--- src/rtl/led_arb_pkg.sv ---
// Shared types and helpers for the LED bank arbiter: FSM state encoding,
// index-width constants and the one-hot encoder used to build grant vectors.
package led_arb_pkg;

    localparam int MAX_REQ   = 8;
    localparam int MAX_IDX_W = $clog2(MAX_REQ);

    typedef enum logic [0:0] {
        ST_IDLE = 1'b0,
        ST_OWN  = 1'b1
    } state_e;

    function automatic logic [MAX_REQ-1:0] onehot(input logic [MAX_IDX_W-1:0] idx);
        logic [MAX_REQ-1:0] vec;
        vec      = {MAX_REQ{1'b0}};
        vec[idx] = 1'b1;
        return vec;
    endfunction

endpackage

--- src/rtl/led_arbiter_rr_pick.sv ---
// Combinational round-robin picker: first set request after ptr (with wrap),
// optionally skipping one index so a current owner can be excluded.
module rr_pick #(
    parameter int N_REQ = 4,
    parameter int IDX_W = 2
) (
    input  logic [N_REQ-1:0] req,
    input  logic [IDX_W-1:0] ptr,
    input  logic             excl_en,
    input  logic [IDX_W-1:0] excl_idx,
    output logic             found,
    output logic [IDX_W-1:0] idx
);

    logic [IDX_W-1:0] cand_s;
    logic             found_s;
    logic [IDX_W-1:0] idx_s;

    // Scan ptr+1 .. ptr+N_REQ (mod N_REQ); the owner itself comes last, so it is never preferred.
    always_comb begin
        found_s = 1'b0;
        idx_s   = {IDX_W{1'b0}};
        cand_s  = {IDX_W{1'b0}};
        for (int k = 1; k <= N_REQ; k++) begin
            cand_s = IDX_W'((int'(ptr) + k) % N_REQ);
            if (!found_s && req[cand_s] && !(excl_en && (cand_s == excl_idx))) begin
                found_s = 1'b1;
                idx_s   = cand_s;
            end else begin
                found_s = found_s;
            end
        end
    end

    assign found = found_s;
    assign idx   = idx_s;

endmodule

--- src/rtl/led_arbiter.sv ---
// Round-robin LED bank arbiter with minimum hold time and a requester-0
// priority override; all outputs are registered.
module led_arbiter
    import led_arb_pkg::*;
#(
    parameter int N_REQ       = 4,
    parameter int LED_W       = 8,
    parameter int HOLD_CYCLES = 50_000_000,
    parameter int CNT_W       = 26
) (
    input  logic                   clk_clk,
    input  logic                   reset_reset_n,
    input  logic [N_REQ-1:0]       req,
    input  logic [N_REQ*LED_W-1:0] req_led,
    input  logic                   prio_lock,
    output logic [N_REQ-1:0]       grant,
    output logic [LED_W-1:0]       led_out,
    output logic                   busy
);

    localparam int               IDX_W     = $clog2(N_REQ);
    localparam logic [CNT_W-1:0] HOLD_LAST = CNT_W'(HOLD_CYCLES - 1);
    localparam logic [IDX_W-1:0] PTR_RST   = IDX_W'(N_REQ - 1);
    localparam logic [N_REQ-1:0] GRANT_0   = N_REQ'(1);

    state_e           state_r,    state_nxt_s;
    logic [IDX_W-1:0] owner_r,    owner_nxt_s;
    logic [IDX_W-1:0] ptr_r,      ptr_nxt_s;
    logic [CNT_W-1:0] hold_cnt_r, hold_nxt_s;
    logic [N_REQ-1:0] grant_r,    grant_nxt_s;
    logic [LED_W-1:0] led_r,      led_nxt_s;
    logic             busy_r;

    logic               pick_found_s;
    logic [IDX_W-1:0]   pick_idx_s;
    logic               excl_en_s;
    logic [MAX_REQ-1:0] pick_oh_s;
    logic [N_REQ-1:0]   grant_pick_s;
    logic [LED_W-1:0]   pick_led_s;
    logic [LED_W-1:0]   owner_led_s;
    logic               owner_req_s;
    logic               expired_s;
    logic               preempt_s;

    assign excl_en_s = (state_r == ST_OWN);

    rr_pick #(
        .N_REQ (N_REQ),
        .IDX_W (IDX_W)
    ) u_rr_pick (
        .req      (req),
        .ptr      (ptr_r),
        .excl_en  (excl_en_s),
        .excl_idx (owner_r),
        .found    (pick_found_s),
        .idx      (pick_idx_s)
    );

    // Decode helpers: winner grant/pattern, owner pattern, expiry and preemption.
    always_comb begin
        pick_oh_s    = onehot(MAX_IDX_W'(pick_idx_s));
        grant_pick_s = pick_oh_s[N_REQ-1:0];
        pick_led_s   = req_led[int'(pick_idx_s)*LED_W +: LED_W];
        owner_led_s  = req_led[int'(owner_r)*LED_W +: LED_W];
        owner_req_s  = req[owner_r];
        expired_s    = (hold_cnt_r == HOLD_LAST);
        preempt_s    = (state_r == ST_OWN) && prio_lock && req[0] && (owner_r != {IDX_W{1'b0}});
    end

    // Next-state logic; preemption is checked before expiry so it wins a tie.
    always_comb begin
        state_nxt_s = state_r;
        owner_nxt_s = owner_r;
        ptr_nxt_s   = ptr_r;
        hold_nxt_s  = hold_cnt_r;
        grant_nxt_s = grant_r;
        led_nxt_s   = led_r;
        case (state_r)
            ST_IDLE: begin
                if (pick_found_s) begin
                    state_nxt_s = ST_OWN;
                    owner_nxt_s = pick_idx_s;
                    ptr_nxt_s   = pick_idx_s;
                    hold_nxt_s  = {CNT_W{1'b0}};
                    grant_nxt_s = grant_pick_s;
                    led_nxt_s   = pick_led_s;
                end else begin
                    grant_nxt_s = {N_REQ{1'b0}};
                    led_nxt_s   = {LED_W{1'b0}};
                end
            end
            ST_OWN: begin
                if (preempt_s) begin
                    // ptr is deliberately left alone so rotation resumes where it was.
                    owner_nxt_s = {IDX_W{1'b0}};
                    hold_nxt_s  = {CNT_W{1'b0}};
                    grant_nxt_s = GRANT_0;
                    led_nxt_s   = req_led[LED_W-1:0];
                end else if (expired_s) begin
                    if (pick_found_s) begin
                        owner_nxt_s = pick_idx_s;
                        ptr_nxt_s   = pick_idx_s;
                        hold_nxt_s  = {CNT_W{1'b0}};
                        grant_nxt_s = grant_pick_s;
                        led_nxt_s   = pick_led_s;
                    end else if (owner_req_s) begin
                        led_nxt_s = owner_led_s;
                    end else begin
                        state_nxt_s = ST_IDLE;
                        grant_nxt_s = {N_REQ{1'b0}};
                        led_nxt_s   = {LED_W{1'b0}};
                    end
                end else begin
                    hold_nxt_s = hold_cnt_r + CNT_W'(1);
                    if (owner_req_s) begin
                        led_nxt_s = owner_led_s;
                    end else begin
                        led_nxt_s = led_r;
                    end
                end
            end
            default: begin
                state_nxt_s = ST_IDLE;
                hold_nxt_s  = {CNT_W{1'b0}};
                grant_nxt_s = {N_REQ{1'b0}};
                led_nxt_s   = {LED_W{1'b0}};
            end
        endcase
    end

    // State and output registers; reset leaves ptr on the last index so requester 0 wins first.
    always_ff @(posedge clk_clk or negedge reset_reset_n) begin
        if (!reset_reset_n) begin
            state_r    <= ST_IDLE;
            owner_r    <= {IDX_W{1'b0}};
            ptr_r      <= PTR_RST;
            hold_cnt_r <= {CNT_W{1'b0}};
            grant_r    <= {N_REQ{1'b0}};
            led_r      <= {LED_W{1'b0}};
            busy_r     <= 1'b0;
        end else begin
            state_r    <= state_nxt_s;
            owner_r    <= owner_nxt_s;
            ptr_r      <= ptr_nxt_s;
            hold_cnt_r <= hold_nxt_s;
            grant_r    <= grant_nxt_s;
            led_r      <= led_nxt_s;
            busy_r     <= |grant_nxt_s;
        end
    end

    assign grant   = grant_r;
    assign led_out = led_r;
    assign busy    = busy_r;

endmodule
--- config.mk ---
export PLATFORM = sky130hd
export DESIGN_NAME = led_arbiter
export DESIGN_NICKNAME = d
export VERILOG_FILES = /design/src/rtl/led_arb_pkg.sv /design/src/rtl/led_arbiter_rr_pick.sv /design/src/rtl/led_arbiter.sv
export SDC_FILE = /design/constraint.sdc
export NUM_CORES = 1
export LEC_CHECK = 0
export ABC_CLOCK_PERIOD_IN_PS = 3900
export CORE_MARGIN = 5
export CORE_UTILIZATION = 59
export CTS_CLUSTER_SIZE = 25
export DETAILED_ROUTE_END_ITERATION = 10
export PLACE_DENSITY_LB_ADDON = 0.2
export SLEW_MARGIN = 25
export SYNTH_ARGS = -nofsm -noshare
export SYNTH_HDL_FRONTEND = slang
export SYNTH_SLANG_ARGS = --single-unit
--- constraint.sdc ---
create_clock -name clk_clk -period 3.9 [get_ports clk_clk]
set_input_delay 0.78 -clock clk_clk [delete_from_list [all_inputs] [get_ports clk_clk]]
set_output_delay 0.78 -clock clk_clk [all_outputs]
set_load 0.05 [all_outputs]
# Word-level counts from Yosys, hierarchy flattened
# Cells that the tools add are included.
[totals] elab_cells=107 out_inout_bits=13 ff_bits=44 input_bits=39
[classes] n_bitwise=1 mux=51 eq_ne=9 shifts=2 reduce_logical=25 addsub=5 magnitude_cmp=7
[op_table] operator="26-bit 2-to-1 mux" count=3
[op_table] operator="32-bit by 6-bit indexed part select with 8-bit output" count=2
[op_table] operator="26-bit case mux with 2 select lines" count=1
[op_table] operator="8-bit 2-to-1 mux" count=6
[op_table] operator="26-bit by 1-bit adder with 26-bit output, second input constant" count=1
[op_table] operator="26-bit == test, second input constant" count=1
[op_table] operator="2-bit 2-to-1 mux" count=10
[op_table] operator="4-bit 2-to-1 mux" count=5
[op_table] operator="8-bit case mux with 2 select lines" count=1
[op_table] operator="1-bit logical AND" count=15
[op_table] operator="2-bit by 3-bit < comparator with 1-bit output, second input constant" count=5
[op_table] operator="1-bit 2-to-1 mux" count=15
[op_table] operator="1-bit binary-select mux with 2-bit select" count=5
[op_table] operator="2-bit == test" count=4
[op_table] operator="2-bit case mux with 2 select lines" count=2
[op_table] operator="4-bit case mux with 2 select lines" count=1
[op_table] operator="1-bit logical NOT" count=7
[op_table] operator="2-bit by 1-bit adder with 2-bit output, second input constant" count=2
[op_table] operator="2-bit adder, second input constant" count=2
[op_table] operator="2-bit by 4-bit < comparator with 1-bit output, second input constant" count=1
[op_table] operator="4-bit by 1-bit != test with 1-bit output, second input constant" count=1
[op_table] operator="4-bit OR reduction" count=1
[op_table] operator="3-bit by 1-bit != test with 1-bit output, second input constant" count=1
[op_table] operator="1-bit demux with 2-bit select" count=1
[op_table] operator="other kinds (7)" count=7

# Longest topological paths before layout
[logic_depth] word_depth=27 mapped_depth=11 mapped_depth_nobuf=8

# Cells and area by module
# A second synthesis with hierarchy kept.
[hier_totals] cells_unflattened=381 hier_area_um2=3422.0
[modules_own_cells] mod="led_arbiter" seq_area_each_um2=1103.6 cells_per_inst=338 area_per_inst_um2=3047.9 instances=1
[modules_own_cells] mod="rr_pick" seq_area_each_um2=0.0 cells_per_inst=43 area_per_inst_um2=374.1 instances=1

# Least setup slack after synthesis
# Ideal clock, no wire load.
[synth_timing] kind="input-to-reg" from="in req[0]" to="reg led_r[0] (netlist: led_out[0])" path_stages=9 arrival_time_ns=2.528 required_time_ns=3.774 path_slack_ns=1.246 n_path_buf=2 setup_ns=0.126 cell_sequence="and3_1 > a22oi_1 > o211ai_2 > a22oi_1 > buf_4 > buf_8 > mux2i_1 > mux2i_1 > a221o_1"
[synth_between] elab_chain_len=21 elab_cells_between_ends=38 classes_between="eq/ne (1); shift (1); mux (24); reduce/logical (12)"
[synth_lines] item="start: declaration" line="led_arbiter.sv:13" text="input logic [N_REQ-1:0] req,"
[synth_lines] item="1-bit binary-select mux with 2-bit select" line="led_arbiter_rr_pick.sv:26" text="if (!found_s && req[cand_s] && !(excl_en && (cand_s == excl_idx))) begin"
[synth_lines] item="1-bit 2-to-1 mux (implied by the code)" line="led_arbiter_rr_pick.sv:26"
[synth_lines] item="1-bit logical AND" line="led_arbiter_rr_pick.sv:26"
[synth_lines] item="1-bit 2-to-1 mux" line="led_arbiter_rr_pick.sv:26"
[synth_lines] item="1-bit logical NOT" line="led_arbiter_rr_pick.sv:26"
[synth_lines] item="1-bit logical AND (2 in a row)" line="led_arbiter_rr_pick.sv:26"
[synth_lines] item="1-bit 2-to-1 mux" line="led_arbiter_rr_pick.sv:26"
[synth_lines] item="1-bit logical NOT" line="led_arbiter_rr_pick.sv:26"
[synth_lines] item="[... 3 more ...]"
[synth_lines] item="1-bit logical NOT" line="led_arbiter_rr_pick.sv:26"
[synth_lines] item="1-bit logical AND (2 in a row)" line="led_arbiter_rr_pick.sv:26"
[synth_lines] item="2-bit 2-to-1 mux" line="led_arbiter_rr_pick.sv:26"
[synth_lines] item="32-bit by 6-bit indexed part select with 8-bit output" line="led_arbiter.sv:63" text="pick_led_s = req_led[int'(pick_idx_s)*LED_W +: LED_W];"
[synth_lines] item="8-bit 2-to-1 mux" line="led_arbiter.sv:100" text="if (pick_found_s) begin"
[synth_lines] item="8-bit 2-to-1 mux" line="led_arbiter.sv:99" text="end else if (expired_s) begin"
[synth_lines] item="8-bit 2-to-1 mux" line="led_arbiter.sv:93" text="if (preempt_s) begin"
[synth_lines] item="8-bit case mux with 2 select lines" line="led_arbiter.sv:78" text="case (state_r)"
[synth_lines] item="end signal: assignment" line="led_arbiter.sv:139" text="led_r <= {LED_W{1'b0}};"
[synth_lines] item="end signal: assignment" line="led_arbiter.sv:147" text="led_r <= led_nxt_s;"
[synth_lines] item="end: declaration" line="led_arbiter.sv:31" text="logic [LED_W-1:0] led_r, led_nxt_s;"
# Parallel ways exist; a longest one is shown, timed or not. The select of a mux whose other input is x is not followed.
# A chain may end at the register's enable or synchronous reset.

# Final worst setup path
[layout_timing] from="in req[3]" to="reg led_r[5] (netlist: led_out[5])"
# The elaborated chain is that of the path after synthesis.

==> results.py <==
metrics = {
    "global_routing": {
        "antenna_found_initial": 0,
        "overflow": 0,
        "grt_pass1_wl_um": 14690,
        "grt_use_total": 0.2488,
        "grt_max_degree": 45,
        "grt_pass1_vias": 3140,
    },
    "floorplan": {
        "chipHeight_um": 84.90,
        "core-area_sq_um": 5473,
        "num_io_pins": 52,
        "start_util": 0.6047,
        "die_x_um": 84.90,
        "dieArea_sq_um": 7207,
        "placement_rows": 27,
    },
    "timing": {
        "rsz0062_at_grt": "false",
        "finalWorstSetupSlack_ps": 627.0,
        "post-route-period-util": 0.8392,
        "max_freq_ghz": 0.3055,
        "hold_viol": 0,
        "worstMarginPinSlew_ps": 918.4,
        "slew_viol_final": 0,
        "relSlewSlack": 0.3821,
        "tns_ps": 0,
        "setup_violations": 0,
        "clock_skew_ps": 11.50,
        "fin_crit_ps": 3273,
        "fin_hold_ws_ps": 467.3,
    },
    "placed_design": {
        "place_congestion": 0.9203,
        "hpwl_um": 6325,
        "dp_slack_ps": 349.6,
        "io_buffer_count": 51,
        "placed_cell_area_sq_um": 3850,
    },
    "logic_synthesis": {
        "yosysWarnings": 0,
        "syn_avg_cell_area_sq_um": 9.167,
        "synthDistinctLibCells": 70,
        "ys_top_cells_by_area": "dfrtp_1 32%, mux2i_1 6.7%, mux4_2 6.1%",
        "syn_inst": 361,
        "netlist.area_leader.share": 0.3176,
        "ys_ff_latch": 44,
        "ys_seq_area_frac": 0.3335,
        "syn_nets": 401,
        "synth_most_common_cell": "dfrtp_1",
        "yosysTopAreaCell": "dfrtp_1",
        "synthTopCellsByCount": "42 x dfrtp_1, 39 x nor2_1, 29 x nand2_1",
        "yosys_most_used_dff": "dfrtp_1",
        "syn_area_sq_um": 3309,
        "synth-edff-count": 0,
        "synth-async-reset-ratio": 1.000,
    },
    "route": {
        "drtAntennaViolNets": 0,
        "num_vias": 3224,
        "wl_um": 8932,
        "first_pass_iters": 5,
        "wl_per_cell_um": 18.61,
        "drt_iter0_markers": 324,
        "via_per_inst": 6.717,
        "drc_errors": 0,
    },
    "cts": {
        "htree_levels": 2,
        "clockRootBuffer": "clkbuf_8",
        "numCtsBuffers": 5,
        "postCtsSetupBuffers": 0,
        "clock_sink_count": 44,
        "cts_tree": "done",
        "cts_max_path_buffers": 2,
        "clk-insertion-delay-late_ps": 310,
        "clkTransAtPathRegs_ps": 90,
        "cts_resized": 0,
        "postCtsHoldBufs": 0,
    },
    "setup_path": {
        "cp_max_fo": 13,
        "crit_type": "in -> reg",
        "required_ps": 4100,
        "critPathCaptureType": "flop",
        "cp-start-kind": "primary input",
        "worstPathArrival_ps": 3470,
    },
    "power": {
        "leakagePower_nw": 1.575,
        "powerDensity_nw_per_um2": 445.6,
        "ir_drop_v": 0.0003721,
        "p_total_mw": 1.768,
    },
    "outcome": {
        "status": "finished, final reports clean",
    },
    "run": {
        "maxCapViolations": 0,
    },
    "layout": {
        "layout-drive-gt1-share": 0.1127,
        "multi_input_area_sq_um": 2057,
        "n_fill_cell": 425,
        "num-nets-final": 447,
        "n_antenna_cell": 0,
        "syn2layout_area_growth_pct": 19.92,
        "seq_area_sq_um": 1104,
        "final_area_sq_um": 3969,
    },
    "worst_hold_path": {
        "hold_path.class": "in -> async",
    },
}
-- registers in the layout, indices dropped and copies added, names as in the netlist --
| signal | count |
|---|---|
| ptr_r | 2 |
| owner_r | 2 |
| led_out | 8 |
| hold_cnt_r | 26 |
| excl_en_s | 1 |
| grant | 4 |
| busy | 1 |
-- final cells by class --
| cell class | count | area share |
|---|---|---|
| Tap cell | 72 | 0.02270 |
| Sequential cell | 44 | 0.2781 |
| Clock inverter | 3 | 0.01198 |
| Timing Repair Buffer | 59 | 0.1431 |
| Clock buffer | 5 | 0.01734 |
| Multi-Input combinational cell | 288 | 0.5183 |
| Inverter | 9 | 0.008512 |
-- report_power, final --
group          switching [mW]  leakage [nW]  internal, mW
clock                   0.172        0.0583         0.193
combinational           0.407         0.956         0.325
sequential              0.123         0.561         0.549
total                   0.701          1.58          1.07
-- placed cells by master, fill, tap and decap left out, types with 3 or more instances in the layout --
cell,n
o21ai_0,5
or2_2,3
a22oi_1,3
dfrtp_1,42
inv_1,9
mux2i_1,22
nand3b_1,3
nor2_1,39
o22ai_1,3
and3_1,6
clkbuf_8,5
o21a_1,3
o211ai_1,6
a31oi_1,6
and2_1,4
a221o_1,7
or3_1,8
buf_4,9
mux4_2,9
nand2_1,29
a211oi_1,6
nand4_1,10
a21oi_1,16
and4_1,3
nor3_1,4
nand2b_1,4
a311oi_1,3
xnor2_1,5
clkdlybuf4s50_1,50
a32oi_1,8
nand3_1,22
mux2_2,5
-- path summary, 6_finish.rpt --
kind,end,depth (start not counted),startpoint,slack [ps]
setup / recovery,led_out[5],8,req[3],630
hold / removal,hold_cnt_r[0],1,reset_reset_n,470
setup reg to reg,led_out[5],7,owner_r[1],640
hold reg to reg,led_out[7],1,led_out[7],540
max in group asynchronous,grant[3],1,reset_reset_n,3050
min in group clk_clk,led_out[7],1,led_out[7],540
-- per-stage QoR --
stage	cells	utilization
final	480	0.7252
after global routing	480	0.7252
after CTS	480	0.7247
after detailed placement	472	0.7035
after global placement	472	0.7035
after floorplan	361	-
-- worst max-delay path, cell delays in order --
cell and delay (ps):
clkdlybuf4s50_1 590, mux2i_1 130, a311oi_1 460, a2111oi_0 160
a211oi_2 350, nand2_2 310, or3_1 450, a31o_1 220
-- routing by layer --
metal | track usage | share of wire
met1 | 0.3421 | 0.43
met3 | 0.04175 | 0.078
met4 | 0.08201 | 0.020
met5 | 0 | 0
met2 | 0.4021 | 0.48
-- kinds of logic (layout without fill, tap and decap cells) --
| group | after synthesis | count (layout) | synth area share |
|---|---|---|---|
| simple gates | 150 | 150 | 0.2363 |
| compound gates | 94 | 94 | 0.2170 |
| flops | 44 | 44 | 0.3335 |
| mux | 36 | 36 | 0.1448 |
| buf+inv | 29 | 76 | 0.04612 |
| xor+xnor | 7 | 7 | 0.01853 |
| fa+ha+maj | 1 | 1 | 0.003780 |
Note: power is estimated with default switching activity, not from simulation.
==> variant 1 (same settings) <==
`N_REQ` is set to 4 in 2 places; all go to 2.
--- a/src/rtl/led_arbiter_rr_pick.sv
+++ b/src/rtl/led_arbiter_rr_pick.sv
@@ -3,3 +3,3 @@
 module rr_pick #(
-    parameter int N_REQ = 4,
+    parameter int N_REQ = 2,
     parameter int IDX_W = 2
--- a/src/rtl/led_arbiter.sv
+++ b/src/rtl/led_arbiter.sv
@@ -5,3 +5,3 @@
 #(
-    parameter int N_REQ       = 4,
+    parameter int N_REQ       = 2,
     parameter int LED_W       = 8,
Interface: changed (resized grant, req and req_led); port bits go from 52 to 32. The function was not compared with the original's and may differ.
==> variant 1 against the original RTL <==
- wire length is 30% lower
- worst setup slack improved by 0.57 ns
- clock skew fell by 0.0098 ns
- sequential share of layout area up 6.7 points
- sequential cell count shrank 4
- synthesized area down 24%
- design area is 27% lower
- largest cell class unchanged
- highest routed layer unchanged
Power is not compared: it rests on default switching activity, and its combinational part moved more than twofold at a synthesized area within 25%.
==> variant 1: results (changes against the original RTL) <==
- Run status: finished clean
- Worst Hold Class: reg -> reg
- 1st-iter DRT viols: 235 (-27%)
- Maximum VDD drop: approximately 0.33 mV
- WL/cell: 17.5 µm (-6.2%)
- Gr usage total: 23.5% (-1.4 points)
- Worst Path Max Fanout: 21 (+8)
- Slowest cell on crit path: dfrtp_1
- Hold path startpoint: ptr_r
- Vias: 2,321 (-28%)
- Post-Syn Nets: 305 (-24%)
- Synth top cells by count: dfrtp_1 (39), nand2_1 (25), nor2_1 (25)
- Largest Register: hold_cnt_r
- Internal reg-to-reg setup slack: 1.19 ns (+0.55 ns)
- Post-synthesis sequential area ratio: 39.6% (+6.3 points)
- Reg power frac: between 40% and 50%
- First-pass GRT wire length: 10,300 µm (-30%)
- Filler instances: 324 (-24%)
- Relative slew slack: 40.0% (+1.8 points)
- Final net count: 329 (-26%)
- WS Path Type: reg -> reg
- Largest net degree at the start of global routing: 41 (-8.9%)
- Initial antenna violation count: 0 (unchanged)
- Final HPWL DP: 4300 µm (-32%)
- Family with the most delay on the worst path: simple AND/OR/NAND/NOR gates
- Setup crit start: excl_en_s
- Placer Congestion: 0.836 (-9.1%)
- Arrival @ worst endpoint: 2.94 ns (-0.53 ns)
- Synth top area cells: dfrtp_1 (39%), o21ai_0 (4.8%), nand2_1 (3.7%), nor2_1 (3.7%), a21oi_1 (3.4%)
- Vias in the first global route: 2,172 (-31%)
- CTS buffer count: 5 (unchanged)
- Yosys cell types: 66 (-5.7%)
- Worst path max stage delay: 0.75 ns (+0.16 ns)
- IO buf count: 31 (-39%)
- Area grow syn2layout: 14.8%
- R2R Path End: hold_cnt_r[25]
- Max Clock Skew: 0.00175 ns (-0.00975 ns)
- Share of cells above drive strength 1: 9.45% (-1.8 points)
- Worst Hold End: ptr_r
- Reg2reg path depth: 5 (-2)
- Worst-path clk slew: 0.07 ns (-0.02 ns)
## variant 1: cell types whose count changed after synthesis, moves of 6 or more
| cell | delta |
|---|---|
| o2bb2ai_1 | +7 |
| mux4_2 | -9 |
| a32oi_1 | -8 |
| mux2i_1 | -21 |
| nand3_1 | -6 |
| o21ai_0 | +19 |
| buf_2 | -6 |
| a221o_1 | -7 |
| nor2_1 | -14 |
## variant 1: through the flow
| step | utilization, % | cells | hold slack [ns] | worst slack, ns | cell area, µm² |
|---|---|---|---|---|---|
| after CTS | 71.1 | 357 | 0.544 | 1.23 | 2900 |
| after global placement | 68.7 | 350 | 0.521 | 1.06 | 2810 |
| after floorplan | - | 283 | 0.484 | 1.67 | 2530 |
| after global routing | 71.1 | 357 | 0.596 | 1.00 | 2900 |
| after detailed placement | 68.7 | 350 | 0.531 | 0.938 | 2810 |
| final | 71.1 | 357 | 0.546 | 1.19 | 2900 |
## variant 1: cell type report
cell class	count	area [µm²]	share of cell area, %
multi-input combinational	222	1410	48.6
sequential	40	1000	34.5
timing repair buffer	31	305	10.5
clock buffer	7	96.3	3.32
tap	50	62.6	2.15
inverter	7	26.3	0.905
## variant 1: cells by family (layout without fill, tap and decap cells)
kind of cell               Yosys count  after routing  share of synthesized area, %
adders and majority gates            1              1                         0.495
muxes                                1              1                         0.396
and+or+nand+nor                    128            128                          28.8
xor gates and xnor gates             9              9                          3.12
AOI/OAI and AO/OA                   83             83                          23.0
buffers and inverters               21             45                          4.55
DFF                                 40             40                          39.6
## variant 1: metal layers
layer / GRT usage (%) / up-vias / routed length [µm]
met5: 0 / - / 0
met4: 7.96 / 0 / 141
met3: 5.01 / 20 / 398
met2: 35.9 / 85 / 2800
met1: 33.1 / 1089 / 2900
li1: - / 1127 / -
==> variant 2 (config.mk and constraints unchanged) <==
Made on the original files. Compare `hold_cnt_r` against `HOLD_LAST` with >= in place of ==.
--- a/src/rtl/led_arbiter.sv
+++ b/src/rtl/led_arbiter.sv
@@ -65,3 +65,3 @@
         owner_req_s  = req[owner_r];
-        expired_s    = (hold_cnt_r == HOLD_LAST);
+        expired_s    = (hold_cnt_r >= HOLD_LAST);
         preempt_s    = (state_r == ST_OWN) && prio_lock && req[0] && (owner_r != {IDX_W{1'b0}});
Behaviour: no difference found for any inputs over 4 cycles, from zero or initial values and one cycle with reset_reset_n low; that may be too few to reach the edited logic, so the function may still have changed.
==> variant 2 against the original RTL <==
- sequential share of layout area down 1.9 points
- die area up 8.6%
- register-to-register slack improved by 0.21 ns
- design area grew 7.4%
- clock skew is 0.0028 ns lower
- sequential cell count unchanged
- worst setup slack gained 0.053 ns
- via count grew 16%
- synthesized area up 9.8%
- wire length grew 14%
- global-route usage rose by 2.3 points
Power is not compared: it rests on default switching activity, and its combinational part moved more than twofold at a synthesized area within 25%.
==> variant 2: results (changes against the original RTL) <==
- Vias in the first global route: 3,535 (+13%)
- Share of cells above drive strength 1: 8.95% (-2.3 points)
- Arrival @ worst endpoint: 3.39 ns (-0.08 ns)
- Multiplexer area fraction after synthesis: 11.2% (-3.3 points)
- Run status: finished clean
- Clk buf depth: 2 (unchanged)
- Yosys cell types: 64 (-8.6%)
- First-pass GRT wire length: 17,100 µm (+16%)
- Post-synthesis compound-gate area fraction: 33.0% (+11 points)
- N_diodes: 0 (unchanged)
- Placed cell count: 525 (+11%)
- Final net count: 497 (+11%)
- Total power: approximately 0.0030 W
- Post-synthesis xor/xnor area fraction: 0.689% (-1.2 points)
- Worst-path clk slew: 0.08 ns
- Worst Path Max Fanout: 11 (-2)
- Worst path max stage delay: 0.56 ns (-0.03 ns)
- Gr usage total: 27.2% (+2.3 points)
- Leakage power: 1.67 nW
- Fin crit period: 3.22 ns (-0.0525 ns)
- Final HPWL DP: 7270 µm (+15%)
- Avg Vias per Cell: 7.01 (+4.4%)
- Reg2reg path depth: 8 (+1)
- Max Clock Skew: 0.00871 ns (-0.00279 ns)
- Area after DPL: 4180 µm² (+8.5%)
- Min Hold Slack: 0.466 ns (-0.00108 ns)
- Routed WL: 10,200 µm (+14%)
- Internal reg-to-reg setup slack: 0.85 ns (+0.21 ns)
- Family with the most delay on the worst path: simple AND/OR/NAND/NOR gates
- Post-Syn Nets: 460 (+15%)
- Avg Inst Size Synth: 8.65 µm² (-5.6%)
- Synth top area cells: dfrtp_1 (29%), o221ai_1 (7.5%), a21oi_1 (5.9%), mux4_2 (5.6%), mux2i_1 (5.0%)
- Slew @ Worst Pin: 0.641 ns (-0.278 ns)
- Initial antenna violation count: 0 (unchanged)
- Critical Path Sink: busy
- WL/cell: 19.1 µm (+2.6%)
- Largest net degree at the start of global routing: 45 (unchanged)
- Post-synthesis sequential area ratio: 30.4% (-3.0 points)
- 1st-iter DRT viols: 265 (-18%)
- Placer Congestion: 0.893 (-3.0%)
- Synth top cells by count: a21oi_1 (43), dfrtp_1 (42), nor2_1 (41)
- Reg-to-Reg Start: hold_cnt_r[10]
- Pre-CTS setup slack: 0.384 ns (+0.0344 ns)
- Fraction of the mapped netlist area in adder cells: 0.344% (-0.034 points)
- Setup crit start: req[0]
-- variant 2: changes by cell type in the layout (fill, tap and decap cells not counted), sizes merged, moves of 5 or more --
cell | unedited run | this run
a21oi | 17 | 43
a22oi | 3 | 16
nand2 | 30 | 21
o21ai | 7 | 20
o221ai | 0 | 31
or3 | 8 | 2
xnor2 | 5 | 0
-- variant 2: cell type report --
| type | count | area, µm² |
|---|---|---|
| Clock inverter | 1 | 5.00 |
| Fill cell | 469 | 1690 |
| Clock buffer | 7 | 76.3 |
| Sequential cell | 44 | 1100 |
| Inverter | 9 | 33.8 |
| Multi-Input combinational cell | 335 | 2360 |
| Tap cell | 75 | 93.8 |
| Timing Repair Buffer | 62 | 591 |
-- variant 2: routing by layer --
layer	share of wire, %	routed length (µm)	up-vias	GRT usage [%]
li1	-	-	1744	-
met5	0	0	-	0
met1	43	4420	1793	39.0
met3	7.5	763	15	3.91
met2	48	4850	185	43.6
met4	1.4	143	0	6.59
